File: config.mk
export PLATFORM = sky130hd
export DESIGN_NAME = mem_word_adapter
export DESIGN_NICKNAME = d
export VERILOG_FILES = /design/src/rtl/mem_pkg.sv /design/src/rtl/mem_load_extend.sv /design/src/rtl/mem_word_adapter.sv
export SDC_FILE = /design/constraint.sdc
export NUM_CORES = 1
export LEC_CHECK = 0
export CAP_MARGIN = 30
export CELL_PAD_IN_SITES_DETAIL_PLACEMENT = 1
export CELL_PAD_IN_SITES_GLOBAL_PLACEMENT = 1
export CORE_ASPECT_RATIO = 1.5
export CORE_UTILIZATION = 36
export DETAILED_ROUTE_END_ITERATION = 8
export GPL_TIMING_DRIVEN = 0
export PLACE_DENSITY = 0.85
export SYNTH_ARGS = -nofsm -noshare
export SYNTH_HDL_FRONTEND = slang
export SYNTH_SLANG_ARGS = --single-unit
export TNS_END_PERCENT = 20
File: constraint.sdc
create_clock -name clk -period 3 [get_ports clk]
set_input_delay 0.45 -clock clk [delete_from_list [all_inputs] [get_ports clk]]
set_output_delay 0.45 -clock clk [all_outputs]
set_load 0.005 [all_outputs]
File: src/rtl/mem_pkg.sv
`default_nettype none
// ============================================================================
// Module      : mem_pkg
// Description : Shared types and constants for the byte-wide memory path:
//               access size encoding, address-region map, adapter state
//               encoding and small decode helpers used by mem_word_adapter.
// Ports       : none (package)
// Revision    : 1.0 - initial release
// ============================================================================
package mem_pkg;

  // Access size as presented on the request port.
  typedef enum logic [1:0] {
    SZ_BYTE = 2'd0,
    SZ_HALF = 2'd1,
    SZ_WORD = 2'd2,
    SZ_BAD  = 2'd3
  } size_e;

  // 2 MiB regions, compared against addr[31:21].
  localparam logic [10:0] REGION_SRAM = 11'h000;
  localparam logic [10:0] REGION_SD   = 11'h001;

  // Adapter sequencing states.
  typedef enum logic [1:0] {
    S_IDLE  = 2'd0,
    S_ISSUE = 2'd1,
    S_WAIT  = 2'd2,
    S_RESP  = 2'd3
  } state_e;

  // Index of the final byte of an access (byte count minus one).
  function automatic logic [1:0] last_index(input logic [1:0] size);
    case (size)
      SZ_BYTE: return 2'd0;
      SZ_HALF: return 2'd1;
      default: return 2'd3;
    endcase
  endfunction

  // True when the access must be rejected without touching memory:
  // illegal size, misalignment, or an address outside the mapped regions.
  function automatic logic access_error(input logic [1:0]  size,
                                        input logic [10:0] region,
                                        input logic [1:0]  low);
    logic unmapped;
    logic misaligned;
    unmapped = (region != REGION_SRAM) && (region != REGION_SD);
    case (size)
      SZ_BYTE: misaligned = 1'b0;
      SZ_HALF: misaligned = low[0];
      SZ_WORD: misaligned = (low != 2'b00);
      default: misaligned = 1'b1;
    endcase
    return unmapped || misaligned;
  endfunction

endpackage
`default_nettype wire

File: src/rtl/mem_load_extend.sv
`default_nettype none
// ============================================================================
// Module      : mem_load_extend
// Description : Combinational zero/sign extension of an assembled
//               little-endian load value according to access size.
// Ports       : size      - access size (byte/half/word)
//               is_signed - sign-extend instead of zero-extend
//               data      - assembled load bytes, LSB-aligned
//               result    - extended 32-bit load result
// Revision    : 1.0 - initial release
// ============================================================================
module mem_load_extend
  import mem_pkg::*;
(
  input  size_e       size,
  input  logic        is_signed,
  input  logic [31:0] data,
  output logic [31:0] result
);

  always_comb begin
    result = data;
    case (size)
      SZ_BYTE: result = {{24{is_signed & data[7]}}, data[7:0]};
      SZ_HALF: result = {{16{is_signed & data[15]}}, data[15:0]};
      default: result = data;
    endcase
  end

endmodule
`default_nettype wire

File: src/rtl/mem_word_adapter.sv
`default_nettype none
// ============================================================================
// Module      : mem_word_adapter
// Description : Converts one aligned byte/half/word load-store request into
//               1, 2 or 4 little-endian byte transactions on the byte-wide
//               memory controller, then returns a single-cycle response.
// Ports       : clk, reset_n (async, active-low)
//               req_*  - valid/ready request port from the load/store unit
//               resp_* - one-cycle response pulse (no backpressure)
//               mem_*  - strobe/ready handshake to the memory controller
// Revision    : 1.0 - initial release
// ============================================================================
module mem_word_adapter
  import mem_pkg::*;
(
  input  logic        clk,
  input  logic        reset_n,
  input  logic        req_valid,
  output logic        req_ready,
  input  logic        req_write,
  input  logic [1:0]  req_size,
  input  logic        req_signed,
  input  logic [31:0] req_addr,
  input  logic [31:0] req_wdata,
  output logic        resp_valid,
  output logic [31:0] resp_rdata,
  output logic        resp_error,
  output logic [31:0] mem_addr,
  output logic [7:0]  mem_in_data,
  input  logic [7:0]  mem_out_data,
  output logic        mem_write,
  output logic        mem_read,
  input  logic        mem_ready
);

  state_e      r_state;
  state_e      w_next;
  logic [31:0] r_base;
  logic [31:0] r_wdata;
  logic [31:0] r_rdata;
  logic [31:0] r_mem_addr;
  logic [7:0]  r_mem_in_data;
  logic [1:0]  r_idx;
  logic [1:0]  r_last;
  size_e       r_size;
  logic        r_write;
  logic        r_signed;
  logic        r_error;

  logic        w_accept;
  logic        w_req_err;
  logic        w_last_byte;
  logic [1:0]  w_idx_next;
  logic [31:0] w_ext;

  assign req_ready   = (r_state == S_IDLE) && mem_ready;
  assign w_accept    = req_valid && req_ready;
  assign w_req_err   = access_error(req_size, req_addr[31:21], req_addr[1:0]);
  assign w_last_byte = (r_idx == r_last);
  assign w_idx_next  = r_idx + 2'd1;

  // State register
  always_ff @(posedge clk or negedge reset_n) begin
    if (!reset_n) r_state <= S_IDLE;
    else          r_state <= w_next;
  end

  // Next-state logic
  always_comb begin
    w_next = r_state;
    case (r_state)
      S_IDLE:  if (w_accept) w_next = w_req_err ? S_RESP : S_ISSUE;
      S_ISSUE: w_next = S_WAIT;
      // mem_ready high here guarantees the controller samples the next strobe,
      // so the following byte can be issued without an idle cycle.
      S_WAIT:  if (mem_ready) w_next = w_last_byte ? S_RESP : S_ISSUE;
      S_RESP:  w_next = S_IDLE;
      default: w_next = S_IDLE;
    endcase
  end

  // Request latch, byte sequencing and load assembly
  always_ff @(posedge clk or negedge reset_n) begin
    if (!reset_n) begin
      r_base        <= 32'd0;
      r_wdata       <= 32'd0;
      r_rdata       <= 32'd0;
      r_mem_addr    <= 32'd0;
      r_mem_in_data <= 8'd0;
      r_idx         <= 2'd0;
      r_last        <= 2'd0;
      r_size        <= SZ_BYTE;
      r_write       <= 1'b0;
      r_signed      <= 1'b0;
      r_error       <= 1'b0;
    end else begin
      case (r_state)
        S_IDLE: begin
          if (w_accept) begin
            r_base   <= req_addr;
            r_wdata  <= req_wdata;
            r_rdata  <= 32'd0;
            r_idx    <= 2'd0;
            r_last   <= last_index(req_size);
            r_size   <= size_e'(req_size);
            r_write  <= req_write;
            r_signed <= req_signed;
            r_error  <= w_req_err;
            // Rejected requests leave the memory-side outputs untouched.
            if (!w_req_err) begin
              r_mem_addr    <= req_addr;
              r_mem_in_data <= req_wdata[7:0];
            end
          end
        end
        S_WAIT: begin
          if (mem_ready) begin
            if (!r_write) r_rdata[{r_idx, 3'b000} +: 8] <= mem_out_data;
            if (!w_last_byte) begin
              r_idx         <= w_idx_next;
              r_mem_addr    <= r_base + 32'(w_idx_next);
              r_mem_in_data <= r_wdata[{w_idx_next, 3'b000} +: 8];
            end
          end
        end
        default: ;
      endcase
    end
  end

  mem_load_extend u_extend (
    .size      (r_size),
    .is_signed (r_signed),
    .data      (r_rdata),
    .result    (w_ext)
  );

  // Outputs decoded from the state register
  always_comb begin
    mem_read   = (r_state == S_ISSUE) && !r_write;
    mem_write  = (r_state == S_ISSUE) &&  r_write;
    resp_valid = (r_state == S_RESP);
    resp_error = (r_state == S_RESP) && r_error;
    resp_rdata = 32'd0;
    if ((r_state == S_RESP) && !r_write && !r_error) resp_rdata = w_ext;
  end

  assign mem_addr    = r_mem_addr;
  assign mem_in_data = r_mem_in_data;

endmodule
`default_nettype wire

==> reports/results.tsv <==
stage	metric	value	unit
worst_setup_path	rrSetupSlack	90	ps
logic_synthesis	synth-async-reset-ratio	1.00	
detailed_routing	drcViolationCount	0	
place	dpl-instance-area	9080	sq um
place	dp_slack	-570	ps
sta	fmax	343	MHz
logic_synthesis	synthMostInstantiatedCell	dfrtp_1	
detailed_routing	ant_nets	0	
logic_synthesis	ys_ff_latch	147	
worst_setup_path	cp.required	2550	ps
worst_setup_path	critPathLaunchType	flip-flop	
clock_network	clk_latency	420	ps
cells_and_area	drive_gt1_frac	0.171	
global_route	antenna_found_initial	0	
worst_setup_path	cp.arrival	2470	ps
floorplanning	fp.coreArea	19300	sq um
detailed_routing	routed_wl	22.8	mm
sta	slew-limit-headroom	0.309	
sta	postLayoutSetupSlackWorst	83.7	ps
logic_synthesis	avgSynthCellArea	11.0	sq um
worst_setup_path	crit_path_max_fanout	10	
sta	maxSlewViolCount	0	
logic_synthesis	synth.distinct_cells	49	
worst_setup_path	end_kind	output pin	
global_route	grt_pass1_vias	6586	
sta	setup_tns	0	ps
detailed_routing	initialDrtViolationCount	306	
sta	clock-skew-final	11.4	ps
logic_synthesis	synth_edf_count	0	
global_route	grt_max_degree	85	
logic_synthesis	synth_top_area_cell	dfrtp_1	
detailed_routing	drt_pre_antenna_iters	6	
clock_network	cts_made_buffers	17	
cells_and_area	ff_latch_area	3680	sq um
detailed_routing	routedWlPerCell	20.6	um
clock_network	cts.path.max_buffers	2	
floorplanning	start_util	0.371	
logic_synthesis	syn_area	7170	sq um
clock_network	clk_pin_slew	60	ps
cells_and_area	syn_to_final_growth	36.8	%
sta	whs	-5.39	ps
global_route	grt_pass1_wl	35.7	mm
status	status	finished, violations left	
logic_synthesis	synth_area_leaders	dfrtp_1 (51%), mux2_2 (9.9%), o21ai_0 (3.2%), a22o_1 (2.9%), nand2_1 (2.8%)	
global_route	grt_overflow	0	
place	gp_congestion	0.846	
logic_synthesis	synth_common_cells	dfrtp_1 (147), mux2_2 (63), nand2_1 (54)	
cells_and_area	design_area	9800	sq um
job	maxCapViolCount	0	
detailed_routing	num_vias	5915	
sta	rsz0062_at_grt	yes	
logic_synthesis	ys_seq_area_frac	0.513	
clock_network	cts_root_buffer	clkbuf_16	
worst_setup_path	critPathKind	reg -> out	
floorplanning	rows	62	
clock_network	cts_tree	yes	
place	place_hpwl	16.4	mm
logic_synthesis	ys_warn_count	0	
detailed_routing	routed_via_density	5.35	
sta	post-route-period-util	0.972	
min_path	hold_class	in -> async	
cells_and_area	final_core_util	0.508	
sta	tightest_slew	1030	ps
cells_and_area	multiInputGateArea	3230	sq um
global_route	grt_usage	0.233	
logic_synthesis	syn_nets	741	
sta	setup_viol	0	
power_and_ir_drop	power_density	929	nW/um^2
status	violations	hold timing	
power_and_ir_drop	vdd_ir_drop_max	0.000365	V
sta	hold_violations	1	
logic_synthesis	synth-main-ff-cell	dfrtp_1	
power_and_ir_drop	leakagePower	4.01	nW
clock_network	h-tree-depth	4	
sta	period_minus_slack	2920	ps
cells_and_area	final_nets	922	
floorplanning	ios	157	
floorplanning	die_y	175	um
floorplanning	die_area	20500	sq um
floorplanning	die-width	117	um
power_and_ir_drop	power	9.11	mW
logic_synthesis	synth_top_cell_area_share	0.513	
place	io_buffers	156	
cells_and_area	fillers	2055	
clock_network	cts_hold_buf	0	
clock_network	clock-sinks	147	
logic_synthesis	synth_cells	654	
## per-layer routing
layer | up-vias | GRT usage | share of wire
met1 | 3009 | 0.256 | 0.38
met5 | - | 0 | 0
met3 | 51 | 0.0385 | 0.032
met2 | 159 | 0.423 | 0.55
li1 | 2696 | - | -
met4 | 0 | 0.115 | 0.037
## flip-flops by register name, indices dropped and copies added (netlist names)
signal / flops
mem_addr: 32
mem_in_data: 8
r_base: 32
r_error: 1
r_idx: 2
r_last: 2
r_rdata: 32
r_signed: 1
r_size: 2
r_state: 2
r_wdata: 32
r_write: 1
## kinds of logic after synthesis
family,Yosys count,synth area share
muxes,90,0.151
buffers and inverters,77,0.0430
xor gates and xnor gates,25,0.0306
adders and majority gates,7,0.0133
AOI/OAI and AO/OA,140,0.127
DFF,147,0.513
and+or+nand+nor,168,0.122
## where the power goes
| group | total, mW | switching (mW) | leakage (nW) | internal (mW) |
|---|---|---|---|---|
| combinational | 3.56 | 1.75 | 1.88 | 1.80 |
| clock | 2.16 | 0.869 | 0.282 | 1.29 |
| sequential | 3.39 | 0.614 | 1.84 | 2.78 |
| total | 9.11 | 3.24 | 4.01 | 5.87 |
## final timing paths
check | to | cells after the start | from
worst max-delay path | resp_rdata[14] | 5 | r_size[1]
max in group asynchronous | r_base[3] | 2 | reset_n
worst max register to register | mem_addr[16] | 11 | r_idx[0]
min in group clk | mem_in_data[5] | 2 | mem_in_data[5]
worst min-delay path | mem_addr[16] | 1 | reset_n
worst min register to register | mem_in_data[5] | 2 | mem_in_data[5]
## stage by stage
stage	hold WS, ps	instances
floorplan	154	654
global placement	464	1066
detailed placement	473	1067
CTS	37.4	1099
global route	44.4	1104
finish	-5.39	1105
## cell usage in the layout (no fill, tap or decap), types with 17 or more instances in the layout
master           instances
dfrtp_1                146
o21ai_0                 46
nor2_1                  34
nand2_1                 54
inv_1                   35
clkbuf_1                30
mux2i_1                 19
a22o_1                  24
xnor2_1                 19
mux2_2                  63
clkdlybuf4s50_1        150
nand3_1                 22
clkbuf_16               17
a21oi_1                 30
## worst max-delay path, cell delays in order, from the launching register on
cell and delay (ps):
dfrtp_1 320, clkbuf_1 300, clkbuf_1 470, o21ai_0 220
a21oi_1 200, clkdlybuf4s50_1 530
## repair_timing
item                       4_1_cts  5_1_grt
cloned                           0        0
hold endpoints to repair         0        0
setup buffers                    2        5
pin swaps                        0        4
setup endpoints to repair       50       15
resized for setup               15        8
## area by class of cell
cell class                 count  share of cell area
clock inverter                11              0.0129
inverter                      36              0.0142
tap                          256              0.0327
clock buffer                  21              0.0480
multi-input combinational    430               0.329
antenna                        1            0.000255
sequential                   147               0.375
timing repair buffer         164               0.169
buffer                        39              0.0188
Note: power is estimated with default switching activity, not from simulation.
